`src/rtl/bsg_two_fifo_pkg.sv`:
```
// Shared constants and FSM state type for the two-entry FIFO.
// Latency: n/a (declarations only).
// Backpressure: n/a (declarations only).
package bsg_two_fifo_pkg;

  localparam int fifo_width_c = 13;
  localparam int fifo_els_c   = 2;

  typedef enum logic [1:0] {
    EMPTY = 2'd0,
    ONE   = 2'd1,
    FULL  = 2'd2
  } state_e;

endpackage

```
`src/rtl/bsg_mem_1r1w_width_p13_els_p2.sv`:
```
// Two-entry flop storage: one clocked write port, one asynchronous read port.
// Latency: write visible on the read port right after the write edge; read is combinational.
// Backpressure: none; the caller decides when to write.
module bsg_mem_1r1w_width_p13_els_p2
  import bsg_two_fifo_pkg::*;
#(
  parameter int width_p = fifo_width_c,
  parameter int els_p   = fifo_els_c,
  localparam int addr_w = $clog2(els_p)
) (
  input  logic               clk_i,
  input  logic               reset_i,
  input  logic               w_v_i,
  input  logic [addr_w-1:0]  w_addr_i,
  input  logic [width_p-1:0] w_data_i,
  input  logic [addr_w-1:0]  r_addr_i,
  output logic [width_p-1:0] r_data_o
);

  logic [width_p-1:0] mem [els_p];

  // Entries clear on reset so the read port shows zero while the FIFO is reset.
  always_ff @(posedge clk_i or posedge reset_i) begin
    if (reset_i) begin
      for (int i = 0; i < els_p; i++) begin
        mem[i] <= '0;
      end
    end else if (w_v_i) begin
      mem[w_addr_i] <= w_data_i;
    end
  end

  assign r_data_o = mem[r_addr_i];

endmodule

```
`src/rtl/bsg_two_fifo_width_p13.sv`:
```
// Two-entry valid/ready FIFO, 13-bit payload; optional sticky error flag under BSG_TWO_FIFO_ERR_EN.
// Latency: 1 cycle from enqueue edge to head on data_o; no bypass, no fall-through when full.
// Backpressure: ready_o drops when full or in reset; valid_i is ignored then and the producer holds.
module bsg_two_fifo_width_p13
  import bsg_two_fifo_pkg::*;
#(
  parameter int width_p = fifo_width_c,
  parameter int els_p   = fifo_els_c,
  localparam int ptr_w  = $clog2(els_p)
) (
  input  logic               clk_i,
  input  logic               reset_i,
  input  logic [width_p-1:0] data_i,
  input  logic               valid_i,
  output logic               ready_o,
  output logic [width_p-1:0] data_o,
  output logic               valid_o,
  input  logic               yumi_i,
  output logic               err_o
);

  state_e           state, state_next;
  logic [ptr_w-1:0] rptr, wptr;
  logic             enq, deq;

  assign ready_o = (state != FULL) & ~reset_i;
  assign valid_o = (state != EMPTY);

  // A yumi with nothing to take is dropped here so it never moves a pointer.
  assign enq = valid_i & ready_o;
  assign deq = yumi_i & valid_o;

  // Occupancy next-state; a simultaneous enq+deq in ONE stays in ONE.
  always_comb begin
    state_next = state;
    case (state)
      EMPTY:   if (enq) state_next = ONE;
      ONE: begin
        if (enq && !deq)      state_next = FULL;
        else if (deq && !enq) state_next = EMPTY;
      end
      FULL:    if (deq) state_next = ONE;
      default: state_next = EMPTY;
    endcase
  end

  // State and pointers; pointers wrap by toggling.
  always_ff @(posedge clk_i or posedge reset_i) begin
    if (reset_i) begin
      state <= EMPTY;
      rptr  <= '0;
      wptr  <= '0;
    end else begin
      state <= state_next;
      if (enq) wptr <= ~wptr;
      if (deq) rptr <= ~rptr;
    end
  end

  bsg_mem_1r1w_width_p13_els_p2 #(
    .width_p (width_p),
    .els_p   (els_p)
  ) u_mem (
    .clk_i    (clk_i),
    .reset_i  (reset_i),
    .w_v_i    (enq),
    .w_addr_i (wptr),
    .w_data_i (data_i),
    .r_addr_i (rptr),
    .r_data_o (data_o)
  );

`ifdef BSG_TWO_FIFO_ERR_EN
  logic err_q;

  // Sticky flag for a consumer taking from an empty FIFO; only reset clears it.
  always_ff @(posedge clk_i or posedge reset_i) begin
    if (reset_i)                err_q <= 1'b0;
    else if (yumi_i && !valid_o) err_q <= 1'b1;
  end

  assign err_o = err_q;
`else
  assign err_o = 1'b0;
`endif

endmodule

```
`config.mk`:
```
export PLATFORM = sky130hd
export DESIGN_NAME = bsg_two_fifo_width_p13
export DESIGN_NICKNAME = d
export VERILOG_FILES = /design/src/rtl/bsg_two_fifo_pkg.sv /design/src/rtl/bsg_mem_1r1w_width_p13_els_p2.sv /design/src/rtl/bsg_two_fifo_width_p13.sv
export SDC_FILE = /design/constraint.sdc
export NUM_CORES = 1
export LEC_CHECK = 0
export CAP_MARGIN = 20
export CELL_PAD_IN_SITES_DETAIL_PLACEMENT = 2
export CELL_PAD_IN_SITES_GLOBAL_PLACEMENT = 2
export CORE_ASPECT_RATIO = 0.7
export CORE_MARGIN = 5
export CORE_UTILIZATION = 30
export CTS_CLUSTER_DIAMETER = 200
export CTS_CLUSTER_SIZE = 28
export DETAILED_ROUTE_END_ITERATION = 7
export GPL_TIMING_DRIVEN = 0
export PLACE_DENSITY_LB_ADDON = 0.25
export SLEW_MARGIN = 20
export SYNTH_ARGS = -nofsm -noshare
export SYNTH_HDL_FRONTEND = slang
export SYNTH_SLANG_ARGS = --single-unit
```
`constraint.sdc`:
```
create_clock -name clk_i -period 1.7 [get_ports clk_i]
set_clock_uncertainty 0.05 [all_clocks]
set_input_delay 0.255 -clock clk_i [delete_from_list [all_inputs] [get_ports clk_i]]
set_output_delay 0.255 -clock clk_i [all_outputs]
set_load 0.1 [all_outputs]
```
==> flow_summary.html, run 1 <==
<table>
<tr><th>Metric</th><th>Value</th></tr>
<tr><th colspan="2">Yosys</th></tr>
<tr><td>Syn Std Cell Area</td><td>about 1400 um^2</td></tr>
<tr><td>Post-Syn Area per Cell</td><td>between 15 and 20 um^2</td></tr>
<tr><td>Synthesized flop and latch total</td><td>30</td></tr>
<tr><td>Total number of yosys warnings</td><td>0</td></tr>
<tr><td>Synthesized netlist cell count</td><td>93</td></tr>
<tr><td>Portion of the post-synthesis area used by sequential elements</td><td>53.05%</td></tr>
<tr><td>Number of distinct library cells after synthesis</td><td>23</td></tr>
<tr><td>Post-Synthesis Net Count</td><td>roughly 110</td></tr>
<tr><th colspan="2">STA</th></tr>
<tr><td>Relative slew slack</td><td>~47%</td></tr>
<tr><td>Highest clock frequency the design can meet</td><td>around 0.57 GHz</td></tr>
<tr><td>Unrepaired setup endpoints after global routing</td><td>true</td></tr>
<tr><td>Slew Limit Fails</td><td>0</td></tr>
<tr><td>Transition at the pin with the smallest max-transition slack</td><td>a little under 0.8 ns</td></tr>
<tr><td>Final setup viols</td><td>13</td></tr>
<tr><td>Min setup slack post-route</td><td>-0.05346 ns</td></tr>
<tr><td>Final period util</td><td>103.1%</td></tr>
<tr><td>Final Hold Viols</td><td>0</td></tr>
<tr><td>Setup Total Neg Slack</td><td>-0.4274 ns</td></tr>
<tr><td>Final critical delay including setup and external delays</td><td>1.753 ns</td></tr>
<tr><th colspan="2">Place</th></tr>
<tr><td>IO buf count</td><td>31</td></tr>
<tr><td>Placer congestion estimate</td><td>about 0.68</td></tr>
<tr><td>Post-place setup slack</td><td>-1.200 ns</td></tr>
<tr><td>Dpl hpwl</td><td>~2400 um</td></tr>
<tr><td>Placed insts</td><td>roughly 180</td></tr>
<tr><th colspan="2">Floorplan</th></tr>
<tr><td>Placeable core region</td><td>4454 um^2</td></tr>
<tr><td>Rows</td><td>20</td></tr>
<tr><td>Die height</td><td>roughly 67 um</td></tr>
<tr><td>Die boundary width</td><td>approximately 90 um</td></tr>
<tr><td>Starting Density</td><td>a little under a third</td></tr>
<tr><td>Count of boundary I/O pins</td><td>33</td></tr>
<tr><td>Die area</td><td>approximately 6200 um^2</td></tr>
<tr><th colspan="2">Setup path</th></tr>
<tr><td>Kind of start point of the critical path</td><td>flop</td></tr>
<tr><td>Critical path fanouts, max</td><td>6</td></tr>
<tr><td>Classification of the worst setup path</td><td>flop to output port</td></tr>
<tr><td>Worst endpoint data arrival time</td><td>1.45 ns</td></tr>
<tr><td>Required time of the critical path</td><td>~1.4 ns</td></tr>
<tr><td>Endpoint kind of the worst setup timing path</td><td>output port</td></tr>
<tr><th colspan="2">Final layout</th></tr>
<tr><td>Leading cell types in the layout, fill and taps excluded</td><td>dfrtp_1, mux2_2, mux2_4</td></tr>
<tr><td>Fraction of final layout cells with drive strength greater than 1</td><td>between 60 and 70%</td></tr>
<tr><td>Total Nets Final</td><td>161</td></tr>
<tr><td>Core utilization of the finished layout</td><td>between 40% and 50%</td></tr>
<tr><td>Number of inserted diodes</td><td>0</td></tr>
<tr><td>Post-route insts no fill</td><td>~200</td></tr>
<tr><td>Area Growth Syn to Fin</td><td>55.26%</td></tr>
<tr><td>Filler cell count</td><td>429</td></tr>
<tr><td>Most frequent standard cell in the layout excluding fill and tap cells</td><td>dfrtp_1</td></tr>
<tr><th colspan="2">Outcome</th></tr>
<tr><td>Outcome</td><td>complete, but fails checks</td></tr>
<tr><td>Violations in the final reports</td><td>setup timing</td></tr>
<tr><th colspan="2">Global routing</th></tr>
<tr><td>Global-route layer with the greatest usage</td><td>met2</td></tr>
<tr><td>Met3 capacity usage during global routing</td><td>4.566%</td></tr>
<tr><td>Number of global-route vias before repair</td><td>between 1000 and 1500</td></tr>
<tr><td>Met1 track utilization from global routing</td><td>between 10% and 20%</td></tr>
<tr><td>Leftover overflow at the end of global routing</td><td>0</td></tr>
<tr><td>First-pass GRT wire length</td><td>6196 um</td></tr>
<tr><td>All-Layer GR Usage</td><td>about an eighth</td></tr>
<tr><td>Global routing met2 resource utilization</td><td>between 20% and 30%</td></tr>
<tr><td>Largest net degree at the start of global routing</td><td>16</td></tr>
<tr><td>Number of antenna violations at the first check in global routing</td><td>0</td></tr>
<tr><th colspan="2">Drt</th></tr>
<tr><td>Drt wl/cell</td><td>between 20 and 25 um</td></tr>
<tr><td>Total number of vias</td><td>between 900 and 1000</td></tr>
<tr><td>First DRT Iteration DRCs</td><td>8</td></tr>
<tr><td>Final antenna-violating net count</td><td>0</td></tr>
<tr><td>Total length of routed wires</td><td>about 4000 um</td></tr>
<tr><td>Number of remaining DRC errors</td><td>0</td></tr>
<tr><td>DRT Pass-1 Iters</td><td>4</td></tr>
<tr><td>Via count normalized by instance count</td><td>between 4 and 5</td></tr>
<tr><th colspan="2">Clock tree</th></tr>
<tr><td>CTS Buffer Depth</td><td>2</td></tr>
<tr><td>Clock tree from TritonCTS</td><td>done</td></tr>
<tr><td>Num CTS Buffers</td><td>5</td></tr>
<tr><td>Clock transition at the register clock pins on the worst setup and hold paths after CTS</td><td>roughly 0.070 ns</td></tr>
<tr><td>Hold_buf cts</td><td>0</td></tr>
<tr><td>Number of sinks handled by clock tree synthesis</td><td>30</td></tr>
<tr><td>Library cell used as clock root buffer</td><td>clkbuf_8</td></tr>
<tr><td>Clk Latency, worst-skew pair</td><td>roughly 0.28 ns</td></tr>
<tr><td>Number of levels the H-tree was split into</td><td>2</td></tr>
<tr><th colspan="2">Min path</th></tr>
<tr><td>Hold Path Class</td><td>primary input to async pin</td></tr>
<tr><th colspan="2">Flow run</th></tr>
<tr><td>Max-capacitance violation count</td><td>0</td></tr>
</table>
layer usage:
metal	up-vias	share of wire [%]
met2	21	49
met5	-	0
met1	479	45
met3	5	5.1
li1	430	-
met4	0	0.67
cells in the mapped netlist:
cell / number / area share [%]
a21oi_1: 1 / 0.35
a221oi_1: 1 / 0.62
and2b_4: 1 / 0.71
buf_12: 1 / 1.4
buf_2: 2 / 0.71
buf_4: 1 / 0.53
conb_1: 1 / 0.26
dfrtp_1: 30 / 53
ha_1: 1 / 0.88
inv_1: 1 / 0.26
mux2_2: 29 / 23
mux2_4: 10 / 11
nand2_1: 1 / 0.26
nand2b_1: 2 / 0.88
nand2b_2: 1 / 0.62
nand4_2: 1 / 0.88
nor2_1: 3 / 0.80
nor3_4: 1 / 1.1
o21ai_0: 1 / 0.35
or2_2: 1 / 0.44
or4bb_2: 1 / 0.88
xnor2_1: 1 / 0.62
xor2_1: 1 / 0.62
flip-flops by register name, summed over array words and instances, names as in the netlist:
signal / count
state: 2
wptr: 1
rptr: 1
u_mem.mem: 26
worst max-delay path, cell delays in order (launching register included):
cell and delay [ns]:
dfrtp_2 0.49, clkbuf_16 0.19, mux2_4 0.32, buf_12 0.17
final cells by class:
type | instances | area, um^2 | area share [%]
Timing Repair inverter | 1 | 5.005 | 0.2278
Tap cell | 55 | 68.82 | 3.132
Inverter | 1 | 7.507 | 0.3417
Sequential cell | 30 | 753.2 | 34.28
Timing Repair Buffer | 42 | 499.2 | 22.72
Buffer | 4 | 50.05 | 2.278
Clock buffer | 8 | 110.1 | 5.011
Multi-Input combinational cell | 58 | 703.2 | 32.00
cells by family after synthesis:
family                   count (synthesis)  share of synthesized area (%)
AND/OR/NAND/NOR                         12                          6.631
AO/OA/AOI/OAI                            3                          1.326
XOR/XNOR                                 2                          1.238
other                                    1                         0.2650
multiplexers                            39                          33.69
adder cells (fa/ha/maj)                  1                         0.8840
flip-flops                              30                          53.05
buffers and inverters                    5                          2.918
through the flow:
step | area (um^2) | hold WS [ns]
after global routing | 2197 | 0.2924
after global placement | 1826 | 0.4312
after CTS | 2006 | 0.2513
after detailed placement | 1826 | 0.4443
final | 2197 | 0.2783
after floorplan | 1446 | 0.1286
final timing paths:
path                       cells after the start                         to  slack [ns]                 startpoint
max                                            3                  data_o[8]       -0.05           rptr$_DFFE_PP0P_
min reg2reg                                    1  u_mem.mem[12]$_DFFE_PP0P_        0.46  u_mem.mem[12]$_DFFE_PP0P_
max in group asynchronous                      2       state[1]$_DFFE_PP0P_        0.84                    reset_i
min in group clk_i                             3       state[0]$_DFFE_PP0P_        0.40                    valid_i
min                                            3  u_mem.mem[20]$_DFFE_PP0P_        0.28                    reset_i
max reg2reg                                    5       state[1]$_DFFE_PP0P_       -0.03       state[1]$_DFFE_PP0P_
repair_timing:
item,4_1_cts,5_1_grt
buffers inserted,6,4
setup endpoints to repair,31,16
gates cloned,1,1
resized for setup,107,34
pin swaps,2,0
Power of run 1 is not shown: default switching activity piles up to over one toggle a cycle in this logic, so the estimate is an artifact.
==> run 2, diff against run 1 <==
Settings changed: CORE_MARGIN 5 to not set.
==> run 2 against run 1 <==
Compared with the run above:
- the flow finishes with violations (DRC, setup timing)
- critical path depth grew 2
- final cell count is 1.5% lower
- count of clock-buffer cells in the layout is 1 lower
- first-iteration DRC count increased to 3.3 times the previous value
- die area fell by 20%
- non-clock buffer count shrank 3
- worst hold slack lost 0.034 ns
- via count increased by 0.53%
- critical endpoint is now state[1]$_DFFE_PP0P_
==> flow_summary.html, run 2 (synthesis gave the netlist of run 1 again) <==
<table>
<tr><th>Metric</th><th>Value</th></tr>
<tr><th colspan="2">Outcome</th></tr>
<tr><td>Violations in the final reports</td><td>DRC, setup timing</td></tr>
<tr><td>Outcome</td><td>complete, but fails checks</td></tr>
<tr><th colspan="2">Setup path</th></tr>
<tr><td>Kind of start point of the critical path</td><td>flop</td></tr>
<tr><td>Required time of the critical path</td><td>roughly 1.9 ns</td></tr>
<tr><td>Worst endpoint data arrival time</td><td>around 1.9 ns</td></tr>
<tr><td>Critical path fanouts, max</td><td>5</td></tr>
<tr><td>Classification of the worst setup path</td><td>flop to flop</td></tr>
<tr><td>Endpoint kind of the worst setup timing path</td><td>flop</td></tr>
<tr><td>Number of cells on the worst reg-to-reg path</td><td>5</td></tr>
<tr><th colspan="2">Drt</th></tr>
<tr><td>Total number of vias</td><td>940</td></tr>
<tr><td>First DRT Iteration DRCs</td><td>26</td></tr>
<tr><td>Number of remaining DRC errors</td><td>4</td></tr>
<tr><td>Drt wl/cell</td><td>20.28 um</td></tr>
<tr><td>Total length of routed wires</td><td>just under 4000 um</td></tr>
<tr><td>DRT Pass-1 Iters</td><td>5</td></tr>
<tr><td>Final antenna-violating net count</td><td>0</td></tr>
<tr><td>Via count normalized by instance count</td><td>4.796</td></tr>
<tr><th colspan="2">Flow run</th></tr>
<tr><td>Max-capacitance violation count</td><td>0</td></tr>
<tr><th colspan="2">Final layout</th></tr>
<tr><td>Leading cell types in the layout, fill and taps excluded</td><td>dfrtp_1, mux2_4, mux2_2</td></tr>
<tr><td>Fraction of final layout cells with drive strength greater than 1</td><td>between 60% and 70%</td></tr>
<tr><td>Area Growth Syn to Fin</td><td>53.14%</td></tr>
<tr><td>Total Nets Final</td><td>158</td></tr>
<tr><td>Number of inserted diodes</td><td>0</td></tr>
<tr><td>Number of flip-flops under the largest register name</td><td>26</td></tr>
<tr><td>Top Registers</td><td>u_mem.mem (26), state (2)</td></tr>
<tr><td>Final Instance Area</td><td>approximately 2200 um^2</td></tr>
<tr><td>Biggest register</td><td>u_mem.mem</td></tr>
<tr><td>Most frequent standard cell in the layout excluding fill and tap cells</td><td>dfrtp_1</td></tr>
<tr><th colspan="2">STA</th></tr>
<tr><td>Final setup viols</td><td>1</td></tr>
<tr><td>Final critical delay including setup and external delays</td><td>1.762 ns</td></tr>
<tr><td>Final Hold Viols</td><td>0</td></tr>
<tr><td>Relative slew slack</td><td>approximately 45%</td></tr>
<tr><td>Slew Limit Fails</td><td>0</td></tr>
<tr><td>Transition at the pin with the smallest max-transition slack</td><td>0.8170 ns</td></tr>
<tr><td>Final period util</td><td>103.6%</td></tr>
<tr><td>Min setup slack post-route</td><td>-0.06158 ns</td></tr>
<tr><td>Unrepaired setup endpoints after global routing</td><td>true</td></tr>
<tr><td>Highest clock frequency the design can meet</td><td>0.5677 GHz</td></tr>
<tr><th colspan="2">Global routing</th></tr>
<tr><td>Leftover overflow at the end of global routing</td><td>0</td></tr>
<tr><td>Largest net degree at the start of global routing</td><td>16</td></tr>
<tr><td>Number of global-route vias before repair</td><td>around 1100</td></tr>
<tr><td>Number of antenna violations at the first check in global routing</td><td>0</td></tr>
<tr><td>First-pass GRT wire length</td><td>roughly 5800 um</td></tr>
<tr><td>All-Layer GR Usage</td><td>16.83%</td></tr>
<tr><th colspan="2">Clock tree</th></tr>
<tr><td>Num CTS Buffers</td><td>5</td></tr>
<tr><td>Clock transition at the register clock pins on the worst setup and hold paths after CTS</td><td>roughly 0.070 ns</td></tr>
<tr><td>Clock tree from TritonCTS</td><td>done</td></tr>
<tr><td>Library cell used as clock root buffer</td><td>clkbuf_8</td></tr>
<tr><td>CTS Buffer Depth</td><td>2</td></tr>
<tr><td>Hold_buf cts</td><td>0</td></tr>
<tr><td>Clk Latency, worst-skew pair</td><td>around 0.29 ns</td></tr>
<tr><td>Number of sinks handled by clock tree synthesis</td><td>30</td></tr>
<tr><td>Number of levels the H-tree was split into</td><td>2</td></tr>
<tr><th colspan="2">Place</th></tr>
<tr><td>IO buf count</td><td>31</td></tr>
<tr><td>DP Area</td><td>approximately 1800 um^2</td></tr>
<tr><td>Placer congestion estimate</td><td>0.6962</td></tr>
<tr><td>Dpl hpwl</td><td>~2300 um</td></tr>
<tr><td>Post-place setup slack</td><td>-1.150 ns</td></tr>
<tr><th colspan="2">Floorplan</th></tr>
<tr><td>Rows</td><td>20</td></tr>
<tr><td>Placeable core region</td><td>between 4000 and 5000 um^2</td></tr>
<tr><td>Count of boundary I/O pins</td><td>33</td></tr>
<tr><td>Die height</td><td>approximately 60 um</td></tr>
<tr><td>Starting Density</td><td>31.95%</td></tr>
<tr><td>Die area</td><td>5000 um^2</td></tr>
<tr><td>Die boundary width</td><td>84.09 um</td></tr>
<tr><th colspan="2">Min path</th></tr>
<tr><td>Hold Path Class</td><td>primary input to async pin</td></tr>
</table>
==> run 2: worst paths after layout <==
check                                                 end  slack, ns                     start
worst max-delay path                 state[1]$_DFFE_PP0P_      -0.06      state[0]$_DFFE_PP0P_
worst min-delay path            u_mem.mem[24]$_DFFE_PP0P_       0.24                   reset_i
worst max register to register       state[1]$_DFFE_PP0P_      -0.06      state[0]$_DFFE_PP0P_
worst min register to register   u_mem.mem[0]$_DFFE_PP0P_       0.46  u_mem.mem[0]$_DFFE_PP0P_
max in group asynchronous                rptr$_DFFE_PP0P_       0.87                   reset_i
min in group clk_i               u_mem.mem[0]$_DFFE_PP0P_       0.46  u_mem.mem[0]$_DFFE_PP0P_
==> run 2: routing by layer <==
metal  GRT usage [%]  routed length, um  vias to the layer above  part of all wire (%)
met3           5.014                154                        8                   3.9
met1           20.02               1761                      490                    44
met5               0                  0                        -                     0
met4           8.128                 60                        0                   1.5
li1                -                  -                      420                     -
met2           28.57               1998                       22                    50
==> run 2: layout make-up <==
class / count / area [um^2]
plain buffers: 3 / 35.03
clock buffers: 7 / 86.33
clock inverters: 1 / 5.005
fillers: 414 / 2262
inverters: 1 / 7.507
multi-input cells: 58 / 705.7
flip-flops and latches: 30 / 753.2
well taps: 55 / 68.82
repair buffers: 40 / 500.5
repair inverters: 1 / 5.005
==> run 2: critical path, stage by stage, from the launching register on <==
cell and delay (ns):
dfrtp_1 0.42, and2b_4 0.24, nor2_4 0.17, ha_4 0.23, or4bb_4 0.51, o21ai_2 0.06
==> run 2: stage by stage <==
step / utilization [%] / std cells / hold slack [ns] / TNS [ns]
5_1_grt: 48.93 / 196 / 0.2663 / -0.3395
4_1_cts: 45.90 / 196 / 0.2372 / -0.6159
3_3_place_gp: 41.21 / 179 / 0.4315 / -25.39
3_5_place_dp: 41.21 / 179 / 0.4378 / -27.02
6_report: 48.93 / 196 / 0.2447 / -0.06158
2_1_floorplan: - / 93 / 0.1286 / -0.4631
==> run 2: what timing repair did <==
| item | 4_1_cts | 5_1_grt |
|---|---|---|
| gates cloned | 2 | 0 |
| pin swaps | 1 | 2 |
| endpoints found under the setup margin | 29 | 34 |
| setup buffers | 7 | 2 |
| gates resized for setup | 112 | 40 |
Power of run 2 is left out for the same reason.
==> run 3, diff against run 2 <==
Settings changed: CORE_UTILIZATION 30 to 36.
Clock period 1.7 ns to 2.3 ns, I/O delays scaled along.
==> run 3 against run 2 <==
Compared with the run above:
- the flow now finishes without violations
- non-clock buffer count is 8 lower
- critical path depth is 3 lower
- routed wire length is 22% lower
- global-route usage is 0.33 points lower
==> flow_summary.html, run 3 (synthesis gave the netlist of run 1 again) <==
<table>
<tr><th>Metric</th><th>Value</th></tr>
<tr><th colspan="2">Outcome</th></tr>
<tr><td>Outcome</td><td>finished, final reports clean</td></tr>
<tr><th colspan="2">Global routing</th></tr>
<tr><td>Number of antenna violations at the first check in global routing</td><td>0</td></tr>
<tr><td>Number of global-route vias before repair</td><td>between 900 and 1000</td></tr>
<tr><td>Largest net degree at the start of global routing</td><td>32</td></tr>
<tr><td>First-pass GRT wire length</td><td>between 4000 and 5000 um</td></tr>
<tr><td>All-Layer GR Usage</td><td>between 10% and 20%</td></tr>
<tr><td>Leftover overflow at the end of global routing</td><td>0</td></tr>
<tr><th colspan="2">Clock tree</th></tr>
<tr><td>Library cell used as clock root buffer</td><td>clkbuf_8</td></tr>
<tr><td>Clock transition at the register clock pins on the worst setup and hold paths after CTS</td><td>~0.060 ns</td></tr>
<tr><td>CTS Buffer Depth</td><td>2</td></tr>
<tr><td>Clock tree from TritonCTS</td><td>done</td></tr>
<tr><td>Num CTS Buffers</td><td>5</td></tr>
<tr><td>Clk Latency, worst-skew pair</td><td>0.28 ns</td></tr>
<tr><td>Hold_buf cts</td><td>0</td></tr>
<tr><td>Number of levels the H-tree was split into</td><td>2</td></tr>
<tr><td>Post-CTS Setup Inserts</td><td>0</td></tr>
<tr><td>Number of sinks handled by clock tree synthesis</td><td>30</td></tr>
<tr><th colspan="2">Final layout</th></tr>
<tr><td>Area Growth Syn to Fin</td><td>30.06%</td></tr>
<tr><td>Total Nets Final</td><td>about 150</td></tr>
<tr><td>Total area of multi-input combinational cells</td><td>623.1 um^2</td></tr>
<tr><td>Most frequent standard cell in the layout excluding fill and tap cells</td><td>dfrtp_1</td></tr>
<tr><td>Filler cell count</td><td>about 360</td></tr>
<tr><td>Fraction of final layout cells with drive strength greater than 1</td><td>around half</td></tr>
<tr><td>Leading cell types in the layout, fill and taps excluded</td><td>dfrtp_1, mux2_2, clkdlybuf4s50_1</td></tr>
<tr><td>Footprint of the flip-flops and latches</td><td>roughly 750 um^2</td></tr>
<tr><td>Post-route insts no fill</td><td>between 150 and 200</td></tr>
<tr><td>Number of flip-flops under the largest register name</td><td>26</td></tr>
<tr><td>Number of inserted diodes</td><td>0</td></tr>
<tr><td>Top Registers</td><td>u_mem.mem (26), state (2)</td></tr>
<tr><td>Biggest register</td><td>u_mem.mem</td></tr>
<tr><th colspan="2">Setup path</th></tr>
<tr><td>Sequence of cells on the critical path</td><td>mux2_2, dlygate4sd2_1</td></tr>
<tr><td>Worst endpoint data arrival time</td><td>around 1.8 ns</td></tr>
<tr><td>Classification of the worst setup path</td><td>flop to output port</td></tr>
<tr><td>Worst path max stage delay</td><td>about 0.85 ns</td></tr>
<tr><td>Required time of the critical path</td><td>1.90 ns</td></tr>
<tr><td>Cell with the largest stage delay on the worst path</td><td>dlygate4sd2_1</td></tr>
<tr><td>Kind of start point of the critical path</td><td>flop</td></tr>
<tr><td>Critical path fanouts, max</td><td>5</td></tr>
<tr><td>Endpoint kind of the worst setup timing path</td><td>output port</td></tr>
<tr><th colspan="2">Flow run</th></tr>
<tr><td>Max-capacitance violation count</td><td>0</td></tr>
<tr><th colspan="2">Place</th></tr>
<tr><td>Placed insts</td><td>about 170</td></tr>
<tr><td>IO buf count</td><td>31</td></tr>
<tr><td>Dpl hpwl</td><td>roughly 2200 um</td></tr>
<tr><td>Placer congestion estimate</td><td>0.7078</td></tr>
<tr><th colspan="2">Floorplan</th></tr>
<tr><td>Placeable core region</td><td>3649 um^2</td></tr>
<tr><td>Die height</td><td>approximately 54 um</td></tr>
<tr><td>Die area</td><td>4190 um^2</td></tr>
<tr><td>Starting Density</td><td>approximately two fifths</td></tr>
<tr><td>Die boundary width</td><td>76.94 um</td></tr>
<tr><td>Count of boundary I/O pins</td><td>33</td></tr>
<tr><td>Rows</td><td>18</td></tr>
<tr><th colspan="2">Drt</th></tr>
<tr><td>Final antenna-violating net count</td><td>0</td></tr>
<tr><td>First DRT Iteration DRCs</td><td>18</td></tr>
<tr><td>Via count normalized by instance count</td><td>slightly below 5</td></tr>
<tr><td>Number of remaining DRC errors</td><td>0</td></tr>
<tr><td>Total length of routed wires</td><td>between 3000 and 4000 um</td></tr>
<tr><td>Drt wl/cell</td><td>~17 um</td></tr>
<tr><td>DRT Pass-1 Iters</td><td>3</td></tr>
<tr><td>Total number of vias</td><td>879</td></tr>
<tr><th colspan="2">STA</th></tr>
<tr><td>Relative slew slack</td><td>a little over a third</td></tr>
<tr><td>Final critical delay including setup and external delays</td><td>2.222 ns</td></tr>
<tr><td>Final setup viols</td><td>0</td></tr>
<tr><td>Unrepaired setup endpoints after global routing</td><td>false</td></tr>
<tr><td>Highest clock frequency the design can meet</td><td>roughly 0.45 GHz</td></tr>
<tr><td>Slew Limit Fails</td><td>0</td></tr>
<tr><td>Transition at the pin with the smallest max-transition slack</td><td>about 0.96 ns</td></tr>
<tr><td>Final Hold Viols</td><td>0</td></tr>
<tr><td>Final period util</td><td>96.62%</td></tr>
<tr><th colspan="2">Min path</th></tr>
<tr><td>Hold Path Class</td><td>flop to flop</td></tr>
</table>
-- run 3: area by class of cell --
class                      instances  share of cell area [%]
sequential                        30                   40.79
multi-input combinational         58                   33.85
timing repair buffer              31                   13.80
clock buffer                       5                   3.739
tap                               50                   3.399
clock inverter                     3                   2.175
buffer                             4                   2.039
inverter                           1                  0.2039
-- run 3: worst max-delay path: cells and delay by family (launching register included) --
kind | cells | cell delay (ns)
buf+inv | 1 | 0.85
mux | 1 | 0.26
flops | 1 | 0.44
-- run 3: final timing paths --
path / depth (start not counted) / end / from / slack (ns)
setup / recovery: 2 / data_o[9] / rptr$_DFFE_PP0P_ / 0.08
hold / removal: 1 / u_mem.mem[3]$_DFFE_PP0P_ / u_mem.mem[3]$_DFFE_PP0P_ / 0.45
setup reg to reg: 5 / state[1]$_DFFE_PP0P_ / state[1]$_DFFE_PP0P_ / 0.33
hold reg to reg: 1 / u_mem.mem[3]$_DFFE_PP0P_ / u_mem.mem[3]$_DFFE_PP0P_ / 0.45
max in group asynchronous: 2 / u_mem.mem[10]$_DFFE_PP0P_ / reset_i / 1.26
min in group asynchronous: 2 / state[0]$_DFFE_PP0P_ / reset_i / 0.50
-- run 3: routing by layer --
layer	share of wire, %	routed length, um	GRT usage (%)	up-vias
met4	1.4	44	8.654	0
li1	-	-	-	401
met2	50	1533	27.38	21
met3	3.7	113	4.500	7
met1	45	1396	20.34	450
met5	0	0	0	-
-- run 3: per-stage QoR --
stage | instance area (um^2) | worst slack [ns] | TNS [ns] | utilization, % | hold slack (ns)
floorplan | 1415 | 0.04511 | 0 | - | 0.4015
global placement | 1788 | -0.6046 | -9.051 | 49.01 | 0.4312
detailed placement | 1788 | -0.2106 | -3.706 | 49.01 | 0.4426
CTS | 1848 | -0.2614 | -0.2614 | 50.65 | 0.4599
global route | 1841 | 0.01578 | 0 | 50.45 | 0.4674
finish | 1841 | 0.07780 | 0 | 50.45 | 0.4546
-- run 3: timing repair --
item,in CTS,in global routing
setup endpoints to repair,15,2
gates resized for setup,47,4
pin swaps,0,0
Power of run 3 is left out for the same reason.
